==> config.mk <==
export PLATFORM = sky130hd
export DESIGN_NAME = dma_axi32_ar_arb
export DESIGN_NICKNAME = d
export VERILOG_FILES = /design/src/rtl/dma_axi32_ar_arb.sv
export SDC_FILE = /design/constraint.sdc
export NUM_CORES = 1
export LEC_CHECK = 0
export CORE_AREA = 2 2 143 145
export CTS_CLUSTER_DIAMETER = 50
export DETAILED_ROUTE_END_ITERATION = 12
export DIE_AREA = 0 0 145 147
export PLACE_DENSITY_LB_ADDON = 0.2
export SLEW_MARGIN = 5
export SYNTH_ARGS = -nofsm -noshare
export SYNTH_HDL_FRONTEND = slang
export SYNTH_SLANG_ARGS = --single-unit
==> constraint.sdc <==
create_clock -name clk -period 4.26 [get_ports clk]
set_input_delay 0.639 -clock clk [delete_from_list [all_inputs] [get_ports clk]]
set_output_delay 0.639 -clock clk [all_outputs]
set_load 0.05 [all_outputs]
==> src/rtl/dma_axi32_ar_arb.sv <==
// Round-robin AR channel arbiter for DMA master port 0: tags each burst with its
// channel index and throttles issue once MAX_OUTS read bursts are outstanding.
module dma_axi32_ar_arb #(
    parameter int CH_NUM   = 8,
    parameter int ID_BITS  = 3,
    parameter int LEN_BITS = 4,
    parameter int MAX_OUTS = 4
) (
    input  logic                       clk,
    input  logic                       reset,
    input  logic [CH_NUM-1:0]          ch_req,
    input  logic [CH_NUM*32-1:0]       ch_addr,
    input  logic [CH_NUM*LEN_BITS-1:0] ch_len,
    input  logic [CH_NUM*2-1:0]        ch_size,
    output logic [CH_NUM-1:0]          ch_gnt,
    output logic [ID_BITS-1:0]         ARID,
    output logic [31:0]                ARADDR,
    output logic [LEN_BITS-1:0]        ARLEN,
    output logic [1:0]                 ARSIZE,
    output logic                       ARVALID,
    input  logic                       ARREADY,
    input  logic                       RVALID,
    input  logic                       RREADY,
    input  logic                       RLAST,
    output logic [3:0]                 outs_cnt,
    output logic                       idle
);

    localparam logic [0:0] IDLE  = 1'b0;
    localparam logic [0:0] ISSUE = 1'b1;

    logic [0:0]          r_state;
    logic [ID_BITS-1:0]  r_rr_ptr;
    logic [ID_BITS-1:0]  r_arid;
    logic [31:0]         r_araddr;
    logic [LEN_BITS-1:0] r_arlen;
    logic [1:0]          r_arsize;
    logic                r_arvalid;
    logic [3:0]          r_outs;

    logic [ID_BITS:0]    w_cand;
    logic                w_found;
    logic [ID_BITS-1:0]  w_win;
    logic                w_hs;
    logic                w_rdone;
    logic                w_can_issue;

    // Scan from the highest offset down so the nearest requester after rr_ptr wins.
    always_comb begin
        w_found = 1'b0;
        w_win   = '0;
        w_cand  = '0;
        for (int k = CH_NUM; k >= 1; k--) begin
            w_cand = {1'b0, r_rr_ptr} + (ID_BITS+1)'(k);
            if (w_cand >= (ID_BITS+1)'(CH_NUM))
                w_cand = w_cand - (ID_BITS+1)'(CH_NUM);
            if (|(ch_req & (CH_NUM'(1) << w_cand))) begin
                w_found = 1'b1;
                w_win   = w_cand[ID_BITS-1:0];
            end
        end
    end

    assign w_hs        = r_arvalid & ARREADY;
    assign w_rdone     = RVALID & RREADY & RLAST;
    assign w_can_issue = w_found && (r_outs < 4'(MAX_OUTS));

    always_ff @(posedge clk or negedge reset) begin
        if (!reset) begin
            r_state   <= IDLE;
            r_arvalid <= 1'b0;
            r_rr_ptr  <= ID_BITS'(CH_NUM - 1);
            r_arid    <= '0;
            r_araddr  <= '0;
            r_arlen   <= '0;
            r_arsize  <= '0;
        end else begin
            case (r_state)
                IDLE: begin
                    if (w_can_issue) begin
                        r_state   <= ISSUE;
                        r_arvalid <= 1'b1;
                        r_arid    <= w_win;
                        r_araddr  <= 32'(ch_addr >> (32 * w_win));
                        r_arlen   <= LEN_BITS'(ch_len >> (LEN_BITS * w_win));
                        r_arsize  <= 2'(ch_size >> (2 * w_win));
                    end
                end
                default: begin
                    // Command is held until accepted; requester drops are ignored here.
                    if (ARREADY) begin
                        r_state   <= IDLE;
                        r_arvalid <= 1'b0;
                        r_rr_ptr  <= r_arid;
                    end
                end
            endcase
        end
    end

    // Outstanding bursts: simultaneous issue and completion cancel; underflow clamps at 0.
    always_ff @(posedge clk or negedge reset) begin
        if (!reset) begin
            r_outs <= '0;
        end else if (w_hs && !w_rdone) begin
            r_outs <= r_outs + 4'd1;
        end else if (!w_hs && w_rdone && (r_outs != 4'd0)) begin
            r_outs <= r_outs - 4'd1;
        end
    end

    assign ch_gnt   = w_hs ? (CH_NUM'(1) << r_arid) : '0;
    assign ARID     = r_arid;
    assign ARADDR   = r_araddr;
    assign ARLEN    = r_arlen;
    assign ARSIZE   = r_arsize;
    assign ARVALID  = r_arvalid;
    assign outs_cnt = r_outs;
    assign idle     = (r_state == IDLE) && (r_outs == 4'd0) && (ch_req == '0);

endmodule
==> results.cfg, run 1 <==
[route]
wirelength_um = 22000
drt-vias-per-instance = 5.01
wire_per_inst_um = 20.1
firstDrtPassIters = 5
vias = 5463
drc = 0
drt_iter0_drc = 256
postRouteAntennaNets = 0

[synth]
syn_avg_cell_area_um2 = 11.2
yosysWarnings = 0
synth_seq_area_share = 0.248
synth_compound_area_frac = 0.187
synth_cells = 452
synthArstFlopShare = 1.00
syn_nets = 782
ys_ff_latch = 50
yosysTopAreaCell = dfrtp_1
synth_top_area_frac = 0.233
synth_xor_area_frac = 0.00693
syn_area_um2 = 5050
synth_adder_area_share = 0.0312
yosys-top-cells-area = dfrtp_1, mux4_2, mux2i_1
ys.flop_type = dfrtp_1
synth.distinct_cells = 47
synth-simple-area-share = 0.0500
synth_top_family_by_area = multiplexers
synthMuxAreaShare = 0.428
synth_edf_count = 0

[global_routing]
grt_first_pass_wirelength_um = 34000
grt_pass1_vias = 5977
grt_max_degree = 51
track_usage = 0.202
antenna_found_initial = 1
grt_overflow_total = 0

[setup_path]
path_buf_inv = 2
worst-path-stages = 12
startpoint_type = flip-flop
crit_top_cell = o21ai_1
path_cells = inv_1 -> ha_1 -> a222oi_1 -> mux2i_1 -> a221o_1 -> a211oi_1 -> o21ai_1 -> mux2i_4 -> clkbuf_16 -> mux4_2 -> a22oi_1 -> o21ai_1
worstPathArrival_ns = 4.20
cpMaxStageDelayCell = dfstp_2
worstPathRequired_ns = 4.44
path_class = reg -> reg
crit_family = compound AO/OA/AOI/OAI gates
endpoint_kind = flip-flop
cp_max_fo = 22
reg2regPathDepth = 12
max_stage_delay_ns = 0.65

[finish]
multi_input_area_um2 = 3570
fin_nets = 1148
area_growth_pct = 84.9
n_fill_cell = 1831
regArea_um2 = 1250
drive_gt1_frac = 0.165
fin_area_um2 = 9340

[min_path]
hp-class = in -> async

[placed_design]
dpl_worst_slack_ns = 0.0512
port_buffers = 372
placed_area_um2 = 9110
place_congestion = 0.889
hpwl_um = 17300

[sta]
slew_headroom = 0.523
tightest_slew_ns = 0.716
report.final.slew_viol_count = 0
timing.final.ws_setup_ns = 0.237
fmax_mhz = 249
rsz0062_at_grt = no
min_period_over_period = 0.944
layout_min_cycle_time_ns = 4.02
clock_skew_ns = 0.00507
finalSetupViolCount = 0
finalHoldViolCount = 0
setup_tns_ns = 0

[die]
die_h_um = 147
die_w_um = 145
coreArea_um2 = 19800
initial_core_util = 0.255
ios = 373
fp-row-count = 52
design.die.area_um2 = 21300

[pwr]
vdd.ir_drop.worst_v = 0.000670
intPower_uw = 5090
clockPowerShare = 0.051
net-switching-power_uw = 4590
swShare = 0.474
power_frac_comb = 0.848
leakage_uw = 0.00365
seq_power_share = 0.101
powerDensity_nw_per_um2 = 1040

[clock_tree]
cts_max_level = 2
clockBufferDepth = 2
tritoncts = done
clock_latency_ns = 0.31
cts.sinks = 50
cts_buffers = 5
hold_buffers = 0
ctsRootBufferMaster = clkbuf_16
path_clk_slew_ns = 0.08

[job]
cap_violations = 0

[outcome]
status = finished clean
[layout by cell type (no fill, tap or decap), types with 13 or more instances in the layout]
master           netlist  final
mux2i_1               78     78
a22oi_1               39     39
o21ai_1               40     40
mux2_2                45     45
clkdlybuf4s50_1        0    371
nand2_1               13     13
mux4_2                38     38
buf_4                  8     16
dfrtp_1               47     47
[state kept, by name, summed over array words and instances (netlist names)]
name      cells
ARVALID       1
r_rr_ptr      3
outs_cnt      4
r_state       1
ARADDR       32
ARSIZE        2
ARLEN         4
ARID          3
[area by class of cell]
| cell class | count | share of cell area |
|---|---|---|
| Clock inverter | 3 | 0.00522 |
| Inverter | 6 | 0.00241 |
| Timing Repair Buffer | 395 | 0.426 |
| Sequential cell | 50 | 0.134 |
| Antenna cell | 1 | 0.000268 |
| Tap cell | 270 | 0.0362 |
| Clock buffer | 5 | 0.0134 |
| Multi-Input combinational cell | 360 | 0.382 |
[layer usage]
layer,GRT usage,share of wire,vias up
li1,-,-,2548
met1,0.240,0.39,2638
met2,0.367,0.52,249
met3,0.0519,0.067,28
met4,0.0465,0.019,0
met5,0,0,-
[cells by family (layout without fill, tap and decap cells)]
group                      after synthesis  count (layout)
xor gates and xnor gates                 4               4
other                                    0               1
AOI/OAI and AO/OA                      130             130
muxes                                  162             162
adders and majority gates               12              12
DFF                                     50              50
and+or+nand+nor                         52              52
buffers and inverters                   42             409
[power by group through the flow]
| stage | Combinational [uW] | Sequential [uW] | Clock [uW] |
|---|---|---|---|
| global route | 8820 | 1010 | 530 |
| finish | 8200 | 975 | 497 |
| global placement | 7970 | 976 | 0 |
| detailed placement | 8060 | 981 | 0 |
| CTS | 8080 | 978 | 513 |
| floorplan | 5350 | 1640 | 0 |
[worst reg2reg max path: cells and delay by family, from the launching register on]
family,cells,cell delay (ns)
AOI/OAI and AO/OA,6,1.54
muxes,3,1.01
DFF,1,0.65
buffers and inverters,2,0.41
adders and majority gates,1,0.30
[Yosys cell counts (10+ instances only)]
cell type and number:
clkbuf_1 14, ha_1 11, nand2_1 13, mux2_2 45, dfrtp_1 47, mux4_2 38, o21ai_1 40, mux2i_1 78
a22oi_1 39, a22oi_2 10, nor2_1 11
[worst paths after layout]
kind / slack (ns) / start / end
setup / recovery: 0.24 / r_rr_ptr[0]$_DFFE_PN1P_ / ARADDR[5]$_DFFE_PN0P_
min in group clk: 0.53 / ARADDR[25]$_DFFE_PN0P_ / ARADDR[25]$_DFFE_PN0P_
setup reg to reg: 0.24 / r_rr_ptr[0]$_DFFE_PN1P_ / ARADDR[5]$_DFFE_PN0P_
hold / removal: 0.47 / reset / ARADDR[28]$_DFFE_PN0P_
max in group asynchronous: 3.32 / reset / ARADDR[19]$_DFFE_PN0P_
hold reg to reg: 0.53 / ARADDR[25]$_DFFE_PN0P_ / ARADDR[25]$_DFFE_PN0P_
[metrics by stage]
stage	power (uW)	hold slack (ns)	util	std cells
floorplan	6990	0.343	-	452
global placement	8950	0.505	0.459	1077
detailed placement	9040	0.512	0.459	1077
CTS	9570	0.497	0.468	1085
global route	10400	0.540	0.471	1089
finish	9680	0.475	0.471	1090
[what timing repair did]
action,CTS,global route
setup buffers,0,2
resized for setup,0,1
setup endpoints to repair,0,9
Power figures use the tool's default switching activity.
==> inputs of run 2 (changes only) <==
Settings changed: SKIP_CTS_REPAIR_TIMING set to 1.
==> results of run 2 <==
No change in the layout: final DEF, timing and power equal those of run 1.
==> inputs of run 3 (changes only) <==
Settings changed: ABC_CLOCK_PERIOD_IN_PS set to 4260, CORE_AREA 2 2 143 145 to 2 2 145 147, DIE_AREA 0 0 145 147 to 0 0 147 149.
==> run 3 against run 2 <==
  * Global-route usage fell by 0.37 points
  * Total power rose by 0.13%
  * Clock power fell by 14%
  * Worst hold slack got worse by 0.19 ns
  * Sequential power fell by 2%
  * First-iteration DRC count fell by 37%
  * Combinational power rose by 1%
  * Register-to-register slack improved by 0.12 ns
  * Sequential share of layout area barely moved
  * Final cell count rose by 0.46%
==> results.cfg, run 3 (same netlist as run 1, synthesis figures left out) <==
[finish]
final_common_cell = clkdlybuf4s50_1
drive_gt1_frac = 0.168
most-common-layout-cells = clkdlybuf4s50_1, mux2i_1, dfrtp_1
largest_reg_flops = 32
fin_nets = 1148
area_growth_pct = 85.2

[route]
firstDrtPassIters = 4
wirelength_um = 22400
drc = 0
drt-vias-per-instance = 4.91
vias = 5381
postRouteAntennaNets = 0
drt_iter0_drc = 162
wire_per_inst_um = 20.5

[pwr]
power.total_uw = 9690
powerDensity_nw_per_um2 = 1040
vdd.ir_drop.worst_v = 0.000706
leakage_uw = 0.00365

[sta]
report.final.slew_viol_count = 0
min_period_over_period = 0.916
clock_skew_ns = 0.00466
fmax_mhz = 256
rsz0062_at_grt = no
setup_tns_ns = 0
slew_headroom = 0.387
timing.final.ws_setup_ns = 0.357
tightest_slew_ns = 0.916
finalHoldViolCount = 0
layout_min_cycle_time_ns = 3.90
finalSetupViolCount = 0

[setup_path]
r2r-start = r_rr_ptr[0]$_DFFE_PN1P_
r2r-end = ARSIZE[0]$_DFFE_PN0P_
startpoint_type = flip-flop
path_buf_inv = 3
crit_family = compound AO/OA/AOI/OAI gates
worstPathRequired_ns = 4.44
cp_max_fo = 14
crit_top_cell = o21ai_1
r2r_slack_ns = 0.36
path_cells = inv_1 -> ha_1 -> a222oi_1 -> mux2i_1 -> a221o_2 -> a211oi_1 -> o21ai_1 -> mux2i_4 -> buf_12 -> buf_4 -> mux4_2 -> a22oi_1 -> o21ai_1
max_stage_delay_ns = 0.56
reg2regPathDepth = 13
path_class = reg -> reg
cpMaxStageDelayCell = dfstp_2
worstPathArrival_ns = 4.08
endpoint_kind = flip-flop

[global_routing]
grt_use_met3 = 0.0636
grt_pass1_vias = 5812
grt_busiest_layer = met2
grt_max_degree = 40
groute.layer.met2.usage = 0.360
use_met1 = 0.223
grt_overflow_total = 0
grt_first_pass_wirelength_um = 33300
antenna_found_initial = 3
track_usage = 0.198

[die]
initial_core_util = 0.246
ios = 373
die_w_um = 147
fp-row-count = 53
die_h_um = 149
coreArea_um2 = 20600
design.die.area_um2 = 21900

[job]
cap_violations = 0

[placed_design]
place_congestion = 0.851
port_buffers = 372
hpwl_um = 18800
dpl_worst_slack_ns = 0.125

[clock_tree]
ctsRootBufferMaster = clkbuf_16
cts_buffers = 5
clock_latency_ns = 0.30
clockBufferDepth = 2
cts.sinks = 50
path_clk_slew_ns = 0.07
cts_max_level = 2
tritoncts = done

[outcome]
status = finished clean

[min_path]
hp-class = in -> async
[run 3: cell count changes in the layout (fill, tap and decap cells not counted), sizes merged]
cell,before,now
buf,22,24
bufinv,1,0
clkinvlp,1,0
[run 3: metal layers]
metal	vias up	part of all wire	routed length, um
li1	2542	-	-
met1	2594	0.37	8290
met2	206	0.53	11900
met3	35	0.074	1670
met4	4	0.025	552
met5	-	0.0011	25
[run 3: metrics by stage]
step	utilization	hold slack, ns	instances	cell area, um2
5_1_grt	0.455	0.300	1095	9360
3_5_place_dp	0.446	0.510	1083	9180
3_3_place_gp	0.446	0.508	1083	9180
6_report	0.455	0.280	1095	9360
2_1_floorplan	-	0.343	452	5050
4_1_cts	0.454	0.298	1091	9330
[run 3: area by class of cell]
| class | count | area (um2) |
|---|---|---|
| diodes | 1 | 2.50 |
| clock buffers | 7 | 143 |
| clock inverters | 1 | 8.76 |
| fillers | 1936 | 11200 |
| inverters | 6 | 22.5 |
| multi-input cells | 360 | 3580 |
| flip-flops and latches | 50 | 1250 |
| well taps | 275 | 344 |
| repair buffers | 395 | 4000 |
[run 3: power breakdown]
group | internal, uW | switching [uW] | leakage, uW
clock | 237 | 189 | 0.0000745
combinational | 4120 | 4190 | 0.00296
sequential | 743 | 212 | 0.000613
[run 3: worst max-delay path by stage]
stage	startpoint	endpoint	slack (ns)	cells after the start
detailed placement	ch_req[3]	ARSIZE[0]$_DFFE_PN0P_	0.13	12
global route	r_rr_ptr[0]$_DFFE_PN1P_	ARADDR[6]$_DFFE_PN0P_	0.04	13
CTS	r_rr_ptr[1]$_DFFE_PN1P_	ARSIZE[0]$_DFFE_PN0P_	0.20	13
global placement	ch_req[6]	ARADDR[26]$_DFFE_PN0P_	0.23	11
finish	r_rr_ptr[0]$_DFFE_PN1P_	ARSIZE[0]$_DFFE_PN0P_	0.36	13
floorplan	r_rr_ptr[0]$_DFFE_PN1P_	ARADDR[6]$_DFFE_PN0P_	0.57	13
[run 3: worst reg2reg max path, delay by kind of cell, from the launching register on]
kind                     cells  cell delay (ns)
AO/OA/AOI/OAI                6             1.50
adder cells (fa/ha/maj)      1             0.31
buffers and inverters        3             0.48
flip-flops                   1             0.56
multiplexers                 3             0.92
